File: src/rtl/y_seq_detect_pkg.sv
// Shared definitions for the 1101 serial pattern detector: state encoding and pattern.
// Y_SEQ_OVERLAP_EN selects overlapping detection (post-detect state S1 instead of S0).
package y_seq_defs;

  localparam int STATE_W = 2;

  typedef enum logic [STATE_W-1:0] {
    S0   = 2'd0,
    S1   = 2'd1,
    S11  = 2'd2,
    S110 = 2'd3
  } state_e;

  localparam logic [3:0] PATTERN = 4'b1101;

  // The trailing 1 of a match is also a valid one-bit prefix of the next match.
`ifdef Y_SEQ_OVERLAP_EN
  localparam state_e DETECT_NEXT = S1;
`else
  localparam state_e DETECT_NEXT = S0;
`endif

endpackage

File: src/rtl/y_seq_detect_sat_counter.sv
// Saturating up-counter with enable and synchronous clear; holds at all-ones.
module sat_counter #(
  parameter int W = 8
) (
  input  logic         clk,
  input  logic         rst_n,
  input  logic         i_clr,
  input  logic         i_en,
  output logic [W-1:0] o_cnt
);

  logic [W-1:0] r_cnt;

  // NOTE: sequential state uses non-blocking assignments so every flop samples
  // pre-edge values, independent of block ordering.
  always_ff @(posedge clk or negedge rst_n) begin
    if (!rst_n) begin
      r_cnt <= '0;
    end else if (i_clr) begin
      r_cnt <= '0;
    end else if (i_en && (r_cnt != {W{1'b1}})) begin
      r_cnt <= r_cnt + 1'b1;
    end
  end

  assign o_cnt = r_cnt;

endmodule

File: src/rtl/y_seq_detect.sv
// Serial 1101 detector on the comb_str y stream: match pulse, saturating count, bit history.
// Build option: define Y_SEQ_OVERLAP_EN for overlapping detection.
module y_seq_detect
  import y_seq_defs::*;
#(
  parameter int CNT_W  = 8,
  parameter int HIST_W = 8
) (
  input  logic              clk,
  input  logic              rst_n,
  input  logic              din,
  input  logic              din_vld,
  input  logic              clr,
  output logic              match,
  output logic [CNT_W-1:0]  match_cnt,
  output logic [HIST_W-1:0] hist,
  output logic [STATE_W-1:0] state_o
);

  state_e            r_state;
  state_e            w_state_nxt;
  logic              w_accept;
  logic              w_detect;
  logic              r_match;
  logic [HIST_W-1:0] r_hist;

  assign w_accept = din_vld & ~clr;

  // NOTE: defaults first so every path assigns every output; no latches inferred.
  always_comb begin
    w_state_nxt = r_state;
    w_detect    = 1'b0;
    if (w_accept) begin
      unique case (r_state)
        S0:   w_state_nxt = din ? S1 : S0;
        S1:   w_state_nxt = din ? S11 : S0;
        S11:  w_state_nxt = din ? S11 : S110;
        S110: begin
          if (din) begin
            w_detect    = 1'b1;
            w_state_nxt = DETECT_NEXT;
          end else begin
            w_state_nxt = S0;
          end
        end
        default: w_state_nxt = S0;
      endcase
    end
  end

  // NOTE: all control state here is small and observable, so every flop gets
  // the async reset; clr is the synchronous equivalent.
  always_ff @(posedge clk or negedge rst_n) begin
    if (!rst_n) begin
      r_state <= S0;
      r_match <= 1'b0;
      r_hist  <= '0;
    end else if (clr) begin
      r_state <= S0;
      r_match <= 1'b0;
      r_hist  <= '0;
    end else begin
      r_match <= w_detect;
      if (w_accept) begin
        r_state <= w_state_nxt;
        r_hist  <= {r_hist[HIST_W-2:0], din};
      end
    end
  end

  sat_counter #(.W(CNT_W)) u_match_cnt (
    .clk   (clk),
    .rst_n (rst_n),
    .i_clr (clr),
    .i_en  (w_detect),
    .o_cnt (match_cnt)
  );

  assign match   = r_match;
  assign hist    = r_hist;
  assign state_o = r_state;

endmodule

File: config.mk
export PLATFORM = sky130hd
export DESIGN_NAME = y_seq_detect
export DESIGN_NICKNAME = d
export VERILOG_FILES = /design/src/rtl/y_seq_detect_pkg.sv /design/src/rtl/y_seq_detect_sat_counter.sv /design/src/rtl/y_seq_detect.sv
export SDC_FILE = /design/constraint.sdc
export NUM_CORES = 1
export LEC_CHECK = 0
export BUFFER_PORTS_ARGS = -buffer_cell sky130_fd_sc_hd__clkbuf_2
export CAP_MARGIN = 20
export CORE_MARGIN = 5
export CORE_UTILIZATION = 50
export CTS_BUF_LIST = sky130_fd_sc_hd__clkbuf_4 sky130_fd_sc_hd__clkbuf_8 sky130_fd_sc_hd__clkbuf_16
export DETAILED_ROUTE_END_ITERATION = 10
export PLACE_DENSITY = 0.82
export SETUP_SLACK_MARGIN = 0.1
export SLEW_MARGIN = 30
export SYNTH_ARGS = -nofsm -noshare
export SYNTH_HDL_FRONTEND = slang
export SYNTH_SLANG_ARGS = --single-unit
File: constraint.sdc
create_clock -name clk -period 5.1 [get_ports clk]
set_input_delay 0.765 -clock clk [delete_from_list [all_inputs] [get_ports clk]]
set_output_delay 0.765 -clock clk [all_outputs]
set_load 0.01 [all_outputs]
======== Word level (Yosys, flattened, before mapping) ========
Cells that the tools add are included.
word-level totals
  register bits after elaboration ......... 19
  bits of input ports ..................... 5
  output and inout port bits .............. 19
  logic and storage cells ................. 29
cells by class
  $add $sub $neg .......................... 1
  equal/unequal tests ..................... 4
  mux-type cells .......................... 14
  bitwise logic cells ..................... 2
  reduce and logical (&&, ||, !) cells .... 4
operators by type and width
  kind                                           number
  2-to-1 mux 8 bit                               4
  adder 8 x 1 -> 8 bit, second input constant    1
  inequality test 8 bit, second input constant   1
  one-hot mux 2 bit (4 select lines)             1
  2-to-1 mux 1 bit                               6
  2-to-1 mux 2 bit                               3
  == test 2 bit, second input constant           2
  nonzero test 2 bit                             2
  == test 2 x 1 -> 1 bit, second input constant  1
  zero test 2 bit                                1
  AND 1 bit                                      1
  logical AND 1 bit                              1
  inverter 1 bit                                 1

======== Logic depth before layout (Yosys ltp) ========
  word-level depth ........................ 6
  mapped depth ............................ 5

======== Modules after synthesis ========
A second synthesis with hierarchy kept.
unflattened totals
  cells, all modules ...................... 88
  area total of the unflattened synthesis .. 942.2 um2
modules (own cells, without submodules)
  module        times used  cells each  area each (um2)
  y_seq_detect  1           39          478.0
  sat_counter   1           49          464.2

======== Worst setup path after synthesis ========
Ideal clock, no wire load.
  kind .................................... register -> register
  from .................................... register u_match_cnt.r_cnt[0] (netlist: u_match_cnt.o_cnt[0])
  to ...................................... register u_match_cnt.r_cnt[3] (netlist: u_match_cnt.o_cnt[3])
  library setup time ...................... 0.126 ns
  data arrival time ....................... 1.634 ns
  data required time ...................... 4.974 ns
  setup slack ............................. 3.340 ns
  stages on the path, launching flop included .. 6
  clock period less this slack ............ 1.760 ns
  path through ............................ dfrtp_1 > ha_1 > and3_4 > a211oi_4 > nor2_2 > a221o_1
between the ends
  cells in the longest elaborated chain, start to end .. 3
  elaborated cells between the ends (all ways) .. 6
  those cells by class .................... 1 x add/sub; 1 x eq/ne; 2 x mux; 2 x reduce/logical
RTL lines
  item                                                           RTL line                                                        source
  start, declared                                                y_seq_detect_sat_counter.sv:12                                  logic [W-1:0] r_cnt;
  start signal, assigned                                         y_seq_detect_sat_counter.sv:22                                  r_cnt <= r_cnt + 1'b1;
  adder 8 x 1 -> 8 bit or inequality test 8 bit (tied branches)  y_seq_detect_sat_counter.sv:22, y_seq_detect_sat_counter.sv:21
  2-to-1 mux 8 bit or logical AND 1 bit (tied branches)          y_seq_detect_sat_counter.sv:21                                  end else if (i_en && (r_cnt != {W{1'b1}})) begin
  2-to-1 mux 8 bit or nonzero test 2 bit (tied branches)         -
Several ways; a longest one is shown, not always the timed one. The select of a mux whose other input is x is not followed.
A chain may end at the register's enable or synchronous reset.

======== Worst setup path after layout ========
  from .................................... input din_vld
  to ...................................... register u_match_cnt.r_cnt[3] (netlist: u_match_cnt.o_cnt[3])
between the ends
  cells in the longest elaborated chain, start to end .. 4
RTL lines
  item                                 RTL line                        source
  start, declared                      y_seq_detect.sv:12              input logic din_vld,
  AND 1 bit                            y_seq_detect.sv:27              assign w_accept = din_vld & ~clr;
  2-to-1 mux 1 bit                     y_seq_detect.sv:33              if (w_accept) begin
  logical AND 1 bit                    y_seq_detect_sat_counter.sv:21
  nonzero test 2 bit (no source line)  -
No other way between the ends.

==> flow_summary.toml <==
[status]
status = "complete, no violations"

[power_and_ir_drop]
clkPwrFrac_pct = 31.7
p_sw_w = 0.00005688
peakVddDrop_uv = 172.2
leakagePower_nw = 0.5800
internal_power_w = 0.0001938
switching_share_pct = 22.69
sequentialPowerShare_pct = 61.5
combPwrFrac_pct = 6.8
cellPowerDensity_nw_per_um2 = 233.5

[yosys]
synth-warning-count = 0
synth_cells = 82
synth_cell_types = 27
synth_flop_cell = "dfrtp_1"
synthArstFlopShare_pct = 100.0
ys_ff_latch = 19
synth_top_area_share_pct = 52.49
synthTopCellsByCount = "dfrtp_1 (19), nor2_1 (11), mux2i_1 (10)"
synth.most_common_cell = "dfrtp_1"
synth_edf_count = 0
synth_area_sq_um = 905.9
avgSynthCellArea_sq_um = 11.05
synthTopCellsByArea = "dfrtp_1 (52%), mux2i_1 (11%), nor2_1 (4.6%)"
synth_seq_area_share_pct = 52.49
synth_fp_nets = 88
yosysTopAreaCell = "dfrtp_1"

[floorplanning]
io_pins = 24
dieArea_sq_um = 2763
start_util_pct = 52.46
die_h_um = 52.57
fp.coreArea_sq_um = 1727
die_w_um = 52.57
core.rowCount = 15

[clocking]
postCtsResizedCells = 0
post_cts_buffers = 0
worstSkewPairLatency_ps = 290
clkTransAtPathRegs_ps = 100
ctsHtreeMaxLevel = 1
cts.sinks = 19
ctsHoldBuffers = 0
cts_tree = "built"
cts_buffers = 3
cts-root-buf = "clkbuf_4"
cts_buffer_depth = 2

[final_layout]
nFillCells = 151
multi_input_area_sq_um = 414.1
nNetsFinal = 114
stdcell_count = 132
utilization_pct = 62.17
design_area_sq_um = 1074
syn_to_final_growth_pct = 18.51
diodes = 0
ff_latch_area_sq_um = 475.5
drive_above_1_share_pct = 30.84

[worst_setup_path]
cp_max_fo = 12
crit_family = "compound AO/OA/AOI/OAI gates"
cpPeakStageDelay_ps = 410
crit_required_ps = 5280
path_buf_inv = 1
critPathCaptureType = "flop"
worst_path_max_delay_cell = "a211oi_4"
worstSetupPathType = "primary input to flop"
reg2reg_from = "u_match_cnt.o_cnt[0]"
crit_path_start_kind = "primary input"
setup.worst_path.start = "din_vld"
crit_chain = "clkbuf_2 -> nand4_2 -> a211oi_4 -> nor2_2 -> a221o_1"
worstPathArrival_ps = 2150

[sta]
fin_setup_tns_ps = 0
period_share_pct = 38.65
finClkSkew_ps = 3.939
grt_setup_unrepaired = "false"
hold_ws_ps = 402.0
slew_headroom_pct = 69.17
drv_slew = 0
timing.fmax_mhz = 507.3
fin_crit_ps = 1971
hold_viol_final = 0
setup_viol = 0
tightest_slew_ps = 462.5

[hold_path]
hold_class = "primary input to asynchronous set/reset pin"

[route]
wl_per_cell_um = 14.03
antenna_left = 0
drt_iter0_drc = 10
vias = 704
drc = 0
via_per_inst = 5.333
drtPass1Iterations = 4
finalWirelength_um = 1852

[grt]
grt_overflow_total = 0
grt_max_degree = 20
grtUsageTotal_pct = 15.66
grt_antenna_before_repair = 0
grt_pass1_vias = 694
grt_pass1_wl_um = 3174

[placed_design]
hpwl_um = 1384
placedCellCount = 128
placed_cell_area_sq_um = 1044
numPortBuffers = 23
gp_congestion = 0.8414

[run]
cap_violations = 0
worst register-to-register path: cells and delay by family, from the launching register on:
family	cells	cell delay, ps
AOI/OAI and AO/OA	2	810
DFF	1	470
and+or+nand+nor	2	290
adders and majority gates	1	290
path summary, 6_finish.rpt:
path	slack, ps	to	depth (start not counted)
setup / recovery	3130	u_match_cnt.o_cnt[3]	5
hold / removal	400	u_match_cnt.o_cnt[5]	1
setup reg to reg	3140	u_match_cnt.o_cnt[3]	5
hold reg to reg	540	hist[7]	2
max in group asynchronous	4380	hist[1]	1
min in group clk	540	hist[7]	2
final cells by class:
cell class,instances,area share (%)
clock buffer,4,2.797
inverter,2,0.6993
multi-input combinational,59,38.58
sequential,19,44.29
tap,25,2.914
timing repair buffer,23,10.72
layout by cell type, fill, tap and decap left out:
| master | count |
|---|---|
| a211o_1 | 1 |
| a211oi_4 | 1 |
| a21oi_1 | 1 |
| a221o_1 | 1 |
| a22o_1 | 1 |
| and3_1 | 4 |
| and3_4 | 1 |
| and4_4 | 1 |
| clkbuf_2 | 23 |
| clkbuf_4 | 4 |
| dfrtp_1 | 19 |
| ha_1 | 1 |
| inv_1 | 2 |
| mux2_2 | 1 |
| mux2i_1 | 10 |
| nand2_1 | 8 |
| nand2b_1 | 1 |
| nand3_1 | 4 |
| nand4_2 | 1 |
| nand4b_1 | 1 |
| nor2_1 | 11 |
| nor2_2 | 1 |
| nor3_1 | 1 |
| o21ai_0 | 2 |
| o311ai_0 | 2 |
| o31ai_1 | 2 |
| xnor2_1 | 2 |
cells by family after synthesis:
group / share of synthesized area (%)
AO/OA/AOI/OAI: 10.50
XOR/XNOR: 1.934
adder cells (fa/ha/maj): 1.381
buffers and inverters: 1.795
flip-flops: 52.49
multiplexers: 12.29
AND/OR/NAND/NOR: 19.61
flip-flops by register name (all words and copies together), names as in the netlist:
| register | count |
|---|---|
| state_o | 2 |
| u_match_cnt.o_cnt | 8 |
| match | 1 |
| hist | 8 |
power groups by stage:
stage,sequential (W),combinational [W],clock [W]
final,0.000154,0.0000169,0.0000795
after global routing,0.000155,0.0000193,0.0000887
after CTS,0.000154,0.0000173,0.0000818
after detailed placement,0.000157,0.0000173,0
after global placement,0.000157,0.0000167,0
after floorplan,0.000158,0.00000815,0
through the flow:
step | power, W | setup slack (ps)
after global placement | 0.0001737 | 2931
after detailed placement | 0.0001746 | 2834
after global routing | 0.0002628 | 3075
after floorplan | 0.0001659 | 3340
after CTS | 0.0002535 | 3162
final | 0.0002507 | 3129
layer usage:
metal	vias up	share of wire, %	global-route usage, %
li1	347	-	-
met5	-	0	0
met3	2	3.6	3.134
met1	345	47	20.72
met2	10	49	23.76
met4	0	0.76	8.511
No activity file was read; power rests on OpenSTA's default activity.
